## config.mk

```make
export PLATFORM = sky130hd
export DESIGN_NAME = motor_cmd_rx
export DESIGN_NICKNAME = d
export VERILOG_FILES = /design/src/rtl/motor_cmd_rx.sv
export SDC_FILE = /design/constraint.sdc
export NUM_CORES = 1
export LEC_CHECK = 0
export BUFFER_PORTS_ARGS = -buffer_cell sky130_fd_sc_hd__buf_2
export CAP_MARGIN = 25
export CORE_MARGIN = 2
export CORE_UTILIZATION = 40
export CTS_BUF_LIST = sky130_fd_sc_hd__clkbuf_2
export DETAILED_ROUTE_END_ITERATION = 12
export PLACE_DENSITY_LB_ADDON = 0.25
export SYNTH_ARGS = -nofsm -noshare
export SYNTH_HDL_FRONTEND = slang
export SYNTH_SLANG_ARGS = --single-unit
```

## constraint.sdc

```tcl
create_clock -name clk -period 8.7 [get_ports clk]
set_clock_uncertainty 0.15 [all_clocks]
set_input_delay 2.175 -clock clk [delete_from_list [all_inputs] [get_ports clk]]
set_output_delay 2.175 -clock clk [all_outputs]
set_load 0.03 [all_outputs]
```

## src/rtl/motor_cmd_rx.sv

```systemverilog
// Frame parser and motion sequencer between the UART receiver and the H-bridge driver.
// Accepts A5/cmd/chk frames, enforces dead time between motion codes and a command watchdog.
module motor_cmd_rx #(
  parameter logic [7:0]  HEADER         = 8'hA5,
  parameter int unsigned TIMEOUT_CYCLES = 25_000_000,
  parameter int unsigned DEAD_CYCLES    = 500_000,
  parameter int unsigned GAP_CYCLES     = 500_000
) (
  input  logic       clk,
  input  logic       rst,
  input  logic [7:0] rx_data,
  input  logic       rx_valid,
  output logic [7:0] motor_setting,
  output logic       cmd_ack,
  output logic       frame_err,
  output logic       wdog_trip
);

  // state     | meaning
  // S_IDLE    | hunting for HEADER, other bytes dropped
  // S_GET_CMD | header seen, next byte is the command code
  // S_GET_CHK | command latched, next byte is the checksum
  localparam logic [1:0] S_IDLE    = 2'd0;
  localparam logic [1:0] S_GET_CMD = 2'd1;
  localparam logic [1:0] S_GET_CHK = 2'd2;

  localparam logic [7:0] CODE_STOP = 8'd5;

  localparam int WD_W = $clog2(TIMEOUT_CYCLES + 1);
  localparam int DT_W = $clog2(DEAD_CYCLES + 1);
  localparam int GP_W = $clog2(GAP_CYCLES + 1);

  localparam logic [WD_W-1:0] WD_LIMIT = WD_W'(TIMEOUT_CYCLES);
  localparam logic [WD_W-1:0] WD_LAST  = WD_W'(TIMEOUT_CYCLES - 1);
  localparam logic [WD_W-1:0] WD_ONE   = WD_W'(1);
  localparam logic [DT_W-1:0] DT_LOAD  = DT_W'(DEAD_CYCLES);
  localparam logic [DT_W-1:0] DT_ONE   = DT_W'(1);
  localparam logic [GP_W-1:0] GP_LOAD  = GP_W'(GAP_CYCLES);
  localparam logic [GP_W-1:0] GP_ONE   = GP_W'(1);

  logic [1:0]      state, state_nxt;
  logic [7:0]      cmd_q, cmd_nxt;
  logic [GP_W-1:0] gap_cnt, gap_nxt;
  logic            accept, bad_frame, gap_abort;
  logic            chk_ok, code_ok;

  logic [7:0]      motor_nxt;
  logic [7:0]      pend_q, pend_nxt;
  logic            pend_valid, pend_valid_nxt;
  logic [DT_W-1:0] dead_cnt, dead_nxt;
  logic [WD_W-1:0] wd_cnt, wd_nxt;
  logic            trip;
  logic            dead_done;

  assign chk_ok  = (rx_data == ~cmd_q);
  assign code_ok = (cmd_q >= 8'd1) && (cmd_q <= CODE_STOP);

  always_comb begin
    state_nxt = state;
    cmd_nxt   = cmd_q;
    gap_nxt   = gap_cnt;
    accept    = 1'b0;
    bad_frame = 1'b0;
    gap_abort = 1'b0;
    case (state)
      S_IDLE: begin
        gap_nxt = '0;
        if (rx_valid && (rx_data == HEADER)) begin
          state_nxt = S_GET_CMD;
          gap_nxt   = GP_LOAD;
        end
      end
      S_GET_CMD, S_GET_CHK: begin
        if (rx_valid) begin
          if (state == S_GET_CMD) begin
            cmd_nxt   = rx_data;
            state_nxt = S_GET_CHK;
            gap_nxt   = GP_LOAD;
          end else begin
            state_nxt = S_IDLE;
            gap_nxt   = '0;
            if (chk_ok && code_ok) accept = 1'b1;
            else                   bad_frame = 1'b1;
          end
        end else if (gap_cnt <= GP_ONE) begin
          // A byte arriving on the expiry cycle takes the branch above instead.
          gap_abort = 1'b1;
          state_nxt = S_IDLE;
          gap_nxt   = '0;
        end else begin
          gap_nxt = gap_cnt - GP_ONE;
        end
      end
      default: begin
        state_nxt = S_IDLE;
        gap_nxt   = '0;
      end
    endcase
  end

  assign dead_done = pend_valid && (dead_cnt <= DT_ONE);

  always_comb begin
    motor_nxt      = motor_setting;
    pend_nxt       = pend_q;
    pend_valid_nxt = pend_valid;
    dead_nxt       = dead_cnt;
    wd_nxt         = wd_cnt;
    trip           = 1'b0;

    if (pend_valid) begin
      if (dead_done) begin
        motor_nxt      = pend_q;
        pend_valid_nxt = 1'b0;
        dead_nxt       = '0;
      end else begin
        dead_nxt = dead_cnt - DT_ONE;
      end
    end

    if (accept) begin
      wd_nxt = '0;
      if (pend_valid) begin
        // Output is already stop; only the pending target changes.
        if (cmd_q == CODE_STOP) begin
          motor_nxt      = CODE_STOP;
          pend_nxt       = CODE_STOP;
          pend_valid_nxt = 1'b0;
          dead_nxt       = '0;
        end else begin
          pend_nxt = cmd_q;
          if (dead_done) motor_nxt = cmd_q;
        end
      end else if (cmd_q != motor_setting) begin
        if ((cmd_q == CODE_STOP) || (motor_setting == CODE_STOP)) begin
          motor_nxt = cmd_q;
        end else begin
          motor_nxt      = CODE_STOP;
          pend_nxt       = cmd_q;
          pend_valid_nxt = 1'b1;
          dead_nxt       = DT_LOAD;
        end
      end
    end else if (wd_cnt == WD_LAST) begin
      trip           = 1'b1;
      wd_nxt         = WD_LIMIT;
      motor_nxt      = CODE_STOP;
      pend_nxt       = CODE_STOP;
      pend_valid_nxt = 1'b0;
      dead_nxt       = '0;
    end else if (wd_cnt != WD_LIMIT) begin
      wd_nxt = wd_cnt + WD_ONE;
    end
  end

  always_ff @(posedge clk or posedge rst) begin
    if (rst) begin
      state         <= S_IDLE;
      cmd_q         <= 8'd0;
      gap_cnt       <= '0;
      motor_setting <= CODE_STOP;
      pend_q        <= CODE_STOP;
      pend_valid    <= 1'b0;
      dead_cnt      <= '0;
      wd_cnt        <= '0;
      cmd_ack       <= 1'b0;
      frame_err     <= 1'b0;
      wdog_trip     <= 1'b0;
    end else begin
      state         <= state_nxt;
      cmd_q         <= cmd_nxt;
      gap_cnt       <= gap_nxt;
      motor_setting <= motor_nxt;
      pend_q        <= pend_nxt;
      pend_valid    <= pend_valid_nxt;
      dead_cnt      <= dead_nxt;
      wd_cnt        <= wd_nxt;
      cmd_ack       <= accept;
      frame_err     <= bad_frame | gap_abort;
      wdog_trip     <= trip;
    end
  end

endmodule

```

### Yosys cells after proc, flatten, opt, wreduce, memory -nomap -nowiden

Index checks and enable logic that the tools add are counted.

* register bits: 93
* latch bits: 0
* RAM bits: 0
* memory bits (read-only): 0
* input bits: 11
* word-level logic and storage cells: 102
* memories: 0

* add/sub/neg operators: 3
* multipliers: 0
* divide/modulo/power cells: 0
* $lt $le $gt $ge: 4
* equality and inequality tests: 13
* shift-type cells: 0
* muxes and demuxes: 57
* bitwise gates (word level): 2
* reduce and logical (&&, ||, !) cells: 12

Operator list (number)
* $mux 19: 12
* $mux 8: 15
* $mux 25: 3
* $le 19x1->1 const B: 2
* $pmux 19 s2: 1
* $sub 19x1->19 const B: 2
* $add 25x1->25 const B: 1
* $eq 25x25->1 const B: 1
* $ne 25x25->1 const B: 1
* $mux 1: 21
* $eq 8x3->1 const B: 2
* $eq 8x8->1: 1
* $eq 8x8->1 const B: 1
* $ge 8x1->1 const B: 1
* $le 8x3->1 const B: 1
* $mux 2: 4
* $ne 8x8->1: 1
* $not 8->8: 1
* $ne 3x3->1 const B: 2
* $reduce_and 3->1: 2
* $logic_and 1x1->1: 4
* $pmux 2 s2: 1
* $ne 3x1->1 const B: 1
* $reduce_bool 3->1: 1
* 9 further kinds: 9

### Logic depth before layout (Yosys ltp)

Gate-level depths: netlist of the first run.

* depth in word-level cells: 9
* mapped depth: 10
* depth with buffers taken out: 9

### Worst setup path before layout of the first run

No wires, ideal clock.

* kind: in2reg
* from: input port rx_data[0]
* to: register (tool-made name)
* library setup time: 65 ps
* arrival: 3987 ps
* required time: 8485 ps
* setup slack: 4498 ps
* stages: 8
* path buffers: 1
* path through: nor2b_1 o21a_1 or3_1 or3_1 buf_2 mux2_4 a311oi_1 a21o_1

RTL lines
* from (decl): RTL line 11 `input logic [7:0] rx_data,`

### Final worst setup path of the first run

* from: input port rx_data[0]
* to: register dead_cnt[16]

* longest elaborated chain between the ends: 7

RTL lines
* $eq 8x8->1: RTL line 55 `assign chk_ok = (rx_data == ~cmd_q);`
* $logic_and 1x1->1: RTL line 82 `if (chk_ok && code_ok) accept = 1'b1;`
* $mux 1: RTL line 82
* $mux 1: RTL line 75 `if (state == S_GET_CMD) begin`
* $mux 1: RTL line 74 `if (rx_valid) begin`
* $mux 1: RTL line 65 `case (state)`
* $mux 19: RTL line 121 `if (accept) begin`
* net dead_nxt[16]: RTL line 50 `logic [DT_W-1:0] dead_cnt, dead_nxt;`
* to (signal assigned): RTL line 176 `dead_cnt <= dead_nxt;`
* to (decl): RTL line 50

The timed path passes the listed nets, and every way through them passes these cells.
A chain may end at the register's enable or synchronous reset.

==> flow_summary.json, run 1 <==
{
  "die_h_um": 117,
  "slew_headroom_pct": 40.8,
  "drc_errors": 0,
  "antenna_cells": 0,
  "grt_pass1_vias": 3910,
  "fill_cells": 1265,
  "avgSynthCellArea_um2": 9.33,
  "io_pins": 22,
  "critPathSlowestCell": "o22ai_1",
  "clock_path_buffers": 2,
  "crit_fanout": 24,
  "synth_edf_count": 0,
  "p_switching_mw": 0.268,
  "setup_tns_ns": 0,
  "multiInputGateArea_mm2": 0.00263,
  "switching_share_pct": 31.1,
  "drt_iter0_markers": 182,
  "drv_slew": 0,
  "ir_worst_vdd_mv": 0.0796,
  "initial_core_util_pct": 40.7,
  "yosysMostFrequentCell": "dfrtp_1",
  "rows": 41,
  "place_hpwl_mm": 7.99,
  "status": "complete, no violations",
  "final_util_pct": 44.0,
  "netlist_top_cells_count": "dfrtp_1, nor2_1, nand2_1",
  "ant_nets": 0,
  "synthCells": 546,
  "clockPowerShare_pct": 26.5,
  "rsz0062_at_grt": "no",
  "path_cells": "buf_2 -> nor2b_1 -> o21a_1 -> or3_1 -> nor3_2 -> buf_4 -> a21oi_1 -> o22ai_1 -> o21bai_1",
  "wl_per_cell_um": 15.0,
  "num-nets-final": 586,
  "fp.dieArea_mm2": 0.0137,
  "seq_area_frac_synth_pct": 45.8,
  "cp-end-kind": "register",
  "syn_area_mm2": 0.00509,
  "io_buffers": 21,
  "cts_buffers": 9,
  "finalSetupViolCount": 0,
  "cts-resized-gates": 0,
  "ys_warn_count": 0,
  "layout-drive-gt1-share_pct": 11.7,
  "drv_cap": 0,
  "leakagePower_nw": 2.60,
  "insertion_delay_ns": 0.58,
  "dr.pass1.iters": 5,
  "cts.clk_slew.worst_paths_ns": 0.25,
  "worst_pin_slew_ns": 0.881,
  "reg2reg_slack_ns": 5.57,
  "hold_violations": 0,
  "yosysTopAreaCell": "dfrtp_1",
  "cpLargestDelayFamily": "compound AO/OA/AOI/OAI gates",
  "coreArea_mm2": 0.0125,
  "post_cts_buffers": 0,
  "ys_ff_latch": 93,
  "max_stage_delay_ns": 0.53,
  "synthToLayoutAreaGrowth_pct": 8.03,
  "antenna_found_initial": 0,
  "htree_levels": 3,
  "critPathRequiredTime_ns": 9.00,
  "holdBufCountCts": 0,
  "seq_area_mm2": 0.00233,
  "min_period_ns": 4.03,
  "async_flop_share_pct": 100,
  "vias_per_cell": 5.40,
  "gp_congestion": 0.829,
  "critPathLaunchType": "input pin",
  "synthFlopType": "dfrtp_1",
  "clock-sinks": 93,
  "synth.distinct_cells": 62,
  "power.density_mw_per_mm2": 157,
  "synth_top_area_share_pct": 43.7,
  "fmax_mhz": 248,
  "dr_total_vias": 4009,
  "syn-num-nets": 566,
  "clockRootBuffer": "clkbuf_2",
  "critPathArrivalTime_ns": 4.33,
  "grt_usage_pct": 17.5,
  "grt_overflow": 0,
  "p_int_mw": 0.595,
  "p_seq_share_pct": 59.0,
  "path_class": "in -> reg",
  "period_share_pct": 46.3,
  "cts_tree": "built",
  "grt_max_degree": 66,
  "combPwrFrac_pct": 14.5,
  "die-width_um": 117,
  "synth_area_leaders": "dfrtp_1, xor2_1, nor2_1",
  "grt_first_pass_wirelength_mm": 18.9,
  "hold_path.class": "reg -> reg",
  "totalWireLength_mm": 11.1,
  "path_buf_inv": 2
}
==> placed cells by master (no fill, tap or decap), types with 21 or more instances in the layout <==
master   synthesis  final
buf_2            6     21
o21ai_0         27     27
xnor2_1         22     22
nor2_1          79     79
dfrtp_1         89     89
xor2_1          37     37
a21oi_1         22     22
nand2_1         44     44
nor3_1          22     21
nand3_1         26     26
==> worst register-to-register path: stages, from the launching register on <==
cell and delay [ns]:
dfrtp_1 0.48, or3_1 0.41, or4_1 0.47, nor4_1 0.37, nand3_1 0.19, and3b_1 0.24
nand2b_1 0.49, o21ai_0 0.20
==> final timing paths <==
path | startpoint | endpoint | cells after the start
max | rx_data[0] | dead_cnt[16] | 9
min | register | register | 1
max reg2reg | gap_cnt[11] | gap_cnt[5] | 7
min reg2reg | register | register | 1
max in group asynchronous | rst | wd_cnt[19] | 3
min in group asynchronous | rst | cmd_q[0] | 2
==> layout make-up <==
type | count | area share [%]
multi-input combinational | 420 | 47.8
sequential | 93 | 42.4
tap | 172 | 3.91
timing repair buffer | 24 | 2.32
clock inverter | 7 | 1.48
inverter | 18 | 1.27
clock buffer | 9 | 0.819
==> cells by family (layout without fill, tap and decap cells) <==
group	Yosys count	after routing	share of synthesized area (%)
multiplexers	16	16	3.46
XOR/XNOR	59	59	10.1
AO/OA/AOI/OAI	85	85	10.9
flip-flops	93	93	45.8
buffers and inverters	33	58	2.65
adder cells (fa/ha/maj)	9	9	2.21
AND/OR/NAND/NOR	251	251	24.9
==> metal layers <==
layer  GRT usage, %  vias up  share of wire, %
met5              0        -                 0
met4           6.04        0               1.9
met3           3.04       16               3.4
met2           28.7       68                48
met1           23.7     1949                47
li1               -     1976                 -
==> power groups by stage <==
stage	Clock [mW]	Combinational, mW	Sequential, mW
3_5_place_dp	0	0.127	0.516
2_1_floorplan	0	0.104	0.504
6_report	0.229	0.125	0.509
5_1_grt	0.257	0.147	0.516
4_1_cts	0.240	0.127	0.509
3_3_place_gp	0	0.123	0.515
==> through the flow <==
stage	cell area, um^2	power, mW	worst slack, ns	cells	hold WS, ns
after global routing	5500	0.920	4.56	743	0.385
after floorplan	5090	0.608	3.96	546	0.302
after CTS	5500	0.876	4.72	743	0.352
after detailed placement	5380	0.643	4.08	727	0.324
after global placement	5380	0.638	4.17	727	0.319
final	5500	0.863	4.67	743	0.345
(Power assumes the default switching activity.)
==> run 2: changes to the inputs <==
clock period = 3.3 ns   (was 8.7 ns; I/O delays follow)
==> flow_summary.json, run 2 (synthesized netlist as in run 1, its figures left out) <==
{
  "status": "complete, no violations",
  "die_h_um": 117,
  "grt_overflow": 0,
  "cp-end-kind": "register",
  "grt_pass1_vias": 4053,
  "cts-resized-gates": 0,
  "postPlaceCellArea_mm2": 0.00546,
  "cts_tree": "built",
  "vias_per_cell": 5.39,
  "path_cells": "or4b_1 -> nor4_1 -> nand3b_1 -> a21oi_1 -> a211oi_2 -> o21bai_1 -> a22o_1",
  "final_common_cell": "dfrtp_1",
  "drv_slew": 0,
  "die-width_um": 117,
  "clock_path_buffers": 2,
  "ir_worst_vdd_mv": 0.216,
  "wl_per_cell_um": 14.8,
  "max_stage_delay_ns": 0.51,
  "rows": 41,
  "reg2reg_slack_ns": 0.38,
  "fmax_mhz": 343,
  "stdcell_count": 752,
  "cts.clk_slew.worst_paths_ns": 0.25,
  "num-nets-final": 595,
  "critPathLaunchType": "register",
  "path_class": "reg -> reg",
  "crit_fanout": 7,
  "met2_usage_pct": 28.7,
  "cp-startpoint": "wd_cnt[8]",
  "cts_buffers": 9,
  "drv_cap": 0,
  "insertion_delay_ns": 0.54,
  "setup_tns_ns": 0,
  "place_hpwl_mm": 7.82,
  "synthToLayoutAreaGrowth_pct": 9.19,
  "antenna_found_initial": 0,
  "grt_busiest_layer": "met2",
  "whs_ns": 0.205,
  "hold_violations": 0,
  "htree_levels": 3,
  "post_cts_buffers": 0,
  "totalWireLength_mm": 11.1,
  "dr_total_vias": 4057,
  "use_met1_pct": 23.9,
  "coreArea_mm2": 0.0125,
  "power.density_mw_per_mm2": 400,
  "timing.rr.start": "wd_cnt[8]",
  "io_buffers": 21,
  "critPathRequiredTime_ns": 3.60,
  "drt_iter0_markers": 235,
  "fp.dieArea_mm2": 0.0137,
  "holdBufCountCts": 0,
  "cp_num_cells": 7,
  "fin_area_mm2": 0.00556,
  "cpLargestDelayFamily": "simple AND/OR/NAND/NOR gates",
  "io_pins": 22,
  "final_cell_mix": "dfrtp_1, nor2_1, nand2_1",
  "hold_path.class": "in -> async",
  "grt_usage_pct": 17.8,
  "gp_congestion": 0.881,
  "antenna_cells": 0,
  "critPathArrivalTime_ns": 3.22,
  "critPathSlowestCell": "or4b_1",
  "layout-drive-gt1-share_pct": 12.4,
  "grt_max_degree": 94,
  "slew_headroom_pct": 51.5,
  "fill_cells": 1257,
  "leakagePower_nw": 2.63,
  "period_share_pct": 88.4,
  "initial_core_util_pct": 40.7,
  "rsz0062_at_grt": "no",
  "grt_first_pass_wirelength_mm": 19.2,
  "ant_nets": 0,
  "drc_errors": 0,
  "finalSetupViolCount": 0,
  "clockRootBuffer": "clkbuf_2",
  "global_route.usage.met3_pct": 2.83,
  "clock-sinks": 93,
  "dr.pass1.iters": 7,
  "r2r_cells": 7,
  "worst_pin_slew_ns": 0.721,
  "min_period_ns": 2.92,
  "place_inst": 736,
  "path_buf_inv": 0
}
## run 2: worst min path at each step
stage	start	to	slack [ns]
final	rst	cmd_q[3]	0.21
after floorplan	register	register	0.30
after CTS	rst	pend_q[1]	0.21
after global routing	rst	cmd_q[0]	0.23
after detailed placement	register	register	0.33
after global placement	register	register	0.32
## run 2: worst min-delay path: stages
cell and delay (ns):
buf_2 0.11, clkinvlp_4 0.07, buf_12 0.38
## run 2: cell type report
| type | instances | area (um^2) | share of cell area, % |
|---|---|---|---|
| tap | 172 | 215 | 3.87 |
| clock buffer | 10 | 50.0 | 0.900 |
| multi-input combinational | 420 | 2630 | 47.3 |
| timing repair buffer | 33 | 208 | 3.73 |
| inverter | 18 | 71.3 | 1.28 |
| sequential | 93 | 2330 | 41.9 |
| clock inverter | 6 | 53.8 | 0.967 |
## run 2: per-layer routing
| metal | vias to the layer above | share of wire [%] |
|---|---|---|
| li1 | 1985 | - |
| met1 | 1954 | 47 |
| met2 | 106 | 48 |
| met3 | 12 | 3.9 |
| met4 | 0 | 1.4 |
| met5 | - | 0 |
## run 2: through the flow
stage / utilization [%] / setup slack (ns) / power (mW)
6_report: 44.4 / 0.382 / 2.22
3_3_place_gp: 43.6 / 0.239 / 1.68
4_1_cts: 44.4 / 0.381 / 2.25
5_1_grt: 44.4 / 0.110 / 2.37
3_5_place_dp: 43.6 / 0.190 / 1.70
2_1_floorplan: - / 0.448 / 1.60
## run 2: power by group
| group | internal (mW) | switching (mW) |
|---|---|---|
| clock network | 0.170 | 0.373 |
| registers | 1.23 | 0.112 |
| logic | 0.158 | 0.182 |
| total | 1.56 | 0.667 |
==> run 3: changes to the inputs <==
ABC_AREA = 1   (was not set)
==> flow_summary.json, run 3 <==
{
  "cts_buffers": 9,
  "status": "complete, no violations",
  "netlist_top_cells_count": "nand2_1, nor2_1, inv_1",
  "hold_violations": 0,
  "worst_pin_slew_ns": 0.642,
  "whs_ns": 0.317,
  "drv_cap": 0,
  "synth_edf_count": 0,
  "min_period_ns": 2.48,
  "io_pins": 22,
  "grt_first_pass_wirelength_mm": 23.0,
  "cp-end-kind": "register",
  "avgSynthCellArea_um2": 7.27,
  "cts_tree": "built",
  "final_cell_mix": "nand2_1, nor2_1, inv_1",
  "syn_area_mm2": 0.00595,
  "slew_headroom_pct": 57.1,
  "gp_congestion": 0.836,
  "die-width_um": 126,
  "fp.dieArea_mm2": 0.0159,
  "place_ws_ns": 0.694,
  "vias_per_cell": 4.84,
  "critPathArrivalTime_ns": 2.83,
  "ys_ff_latch": 93,
  "hold_path.class": "in -> reg",
  "setup_tns_ns": 0,
  "cpLargestDelayFamily": "simple AND/OR/NAND/NOR gates",
  "synthToLayoutAreaGrowth_pct": 6.96,
  "totalWireLength_mm": 13.3,
  "yosysMostFrequentCell": "nand2_1",
  "critPathRequiredTime_ns": 3.65,
  "drt-met1-wl_mm": 6.86,
  "clock_path_buffers": 2,
  "layout-drive-gt1-share_pct": 12.4,
  "synth_area_leaders": "dfrtp_1, nand2_1, nor2_1",
  "htree_levels": 3,
  "antenna_found_initial": 1,
  "async_flop_share_pct": 100,
  "wl_per_cell_um": 12.9,
  "crit_fanout": 11,
  "ant_nets": 0,
  "dr.pass1.iters": 4,
  "grt_pass1_vias": 4653,
  "synth_top_area_share_pct": 37.4,
  "grt_usage_pct": 17.7,
  "setup_ws_ns": 0.820,
  "die_h_um": 126,
  "syn-num-nets": 839,
  "post_cts_buffers": 0,
  "rows": 44,
  "ys_warn_count": 0,
  "stdcell_count": 1033,
  "path_class": "reg -> reg",
  "fmax_mhz": 403,
  "synthCells": 819,
  "grt_overflow": 0,
  "rsz0062_at_grt": "no",
  "ir_worst_vdd_mv": 0.124,
  "drc_errors": 0,
  "drv_slew": 0,
  "yosysTopAreaCell": "dfrtp_1",
  "max_stage_delay_ns": 0.47,
  "wl_met2_mm": 5.71,
  "place_inst": 1015,
  "finalSetupViolCount": 0,
  "initial_core_util_pct": 41.0,
  "synthFlopType": "dfrtp_1",
  "path_buf_inv": 2,
  "seq_area_frac_synth_pct": 39.2,
  "drt_iter0_markers": 366,
  "power.density_mw_per_mm2": 290,
  "timing.rr.start": "dead_cnt[0]",
  "critPathLaunchType": "register",
  "cts-resized-gates": 0,
  "wl_met3_um": 499,
  "final_util_pct": 43.8,
  "hold_start": "rx_data[5]",
  "dr_total_vias": 5003,
  "cp-startpoint": "dead_cnt[0]",
  "clockRootBuffer": "clkbuf_2",
  "io_buffers": 21,
  "coreArea_mm2": 0.0145,
  "final_common_cell": "nand2_1",
  "insertion_delay_ns": 0.62,
  "leakagePower_nw": 3.40,
  "critPathSlowestCell": "dfrtp_1",
  "place_hpwl_mm": 9.82,
  "dr.max_layer_used": "met4",
  "clock-sinks": 93,
  "holdBufCountCts": 1,
  "period_share_pct": 75.2,
  "num-nets-final": 863,
  "grt_max_degree": 53,
  "path_cells": "inv_1 -> nand2_1 -> nor2_2 -> nand3_1 -> nand2_1 -> nand2_2 -> inv_1 -> nor2_1 -> nor2_4 -> nor2_1",
  "cts.clk_slew.worst_paths_ns": 0.31,
  "synth.distinct_cells": 42
}
## run 3: report_power, final
group,internal (mW),switching (mW)
sequential,1.15,0.0113
clock,0.121,0.453
combinational,0.0376,0.0761
## run 3: cell families (layout without fill, tap and decap cells)
kind of cell    count (synthesis)  count (layout)  synth area share, %
mux                             1               1                0.189
compound gates                 63              63                 5.95
simple gates                  491             491                 37.5
other cells                     0               1                    0
fa+ha+maj                       9               9                 1.89
xor+xnor                       48              48                 7.06
flops                          93              93                 39.2
buf+inv                       114             143                 8.22
## run 3: path summary, 6_finish.rpt
check / slack [ns] / to / depth (start not counted)
hold / removal: 0.32 / cmd_q[5] / 3
hold reg to reg: 0.34 / pend_q[0] / 2
setup reg to reg: 0.82 / dead_cnt[18] / 10
setup / recovery: 0.82 / dead_cnt[18] / 10
min in group asynchronous: 0.55 / gap_cnt[3] / 3
max in group asynchronous: 1.71 / pend_q[0] / 4
## run 3: worst reg2reg max path, stage by stage (launching register included)
cell and delay (ns):
dfrtp_1 0.47, inv_1 0.21, nand2_1 0.14, nor2_2 0.19, nand3_1 0.09, nand2_1 0.33
nand2_2 0.25, inv_1 0.16, nor2_1 0.09, nor2_4 0.20, nor2_1 0.07
## run 3: layer usage
layer / GRT usage, % / vias to the layer above
met5: 0 / -
met4: 6.21 / 0
met3: 2.46 / 16
met2: 26.5 / 99
met1: 26.2 / 2254
li1: - / 2634
## run 3: area by class of cell
| class | instances | area (um^2) |
|---|---|---|
| clock buffers | 9 | 45.0 |
| clock inverters | 7 | 66.3 |
| inverters | 100 | 394 |
| well taps | 184 | 230 |
| diodes | 1 | 2.50 |
| flip-flops and latches | 93 | 2330 |
| multi-input cells | 612 | 3130 |
| repair buffers | 27 | 165 |
| fillers | 1552 | 8170 |
## run 3: through the flow
stage / instance area [um^2] / power, mW
floorplan: 5960 / 1.26
global placement: 6240 / 1.29
detailed placement: 6240 / 1.29
CTS: 6360 / 1.88
global route: 6370 / 1.94
finish: 6370 / 1.85
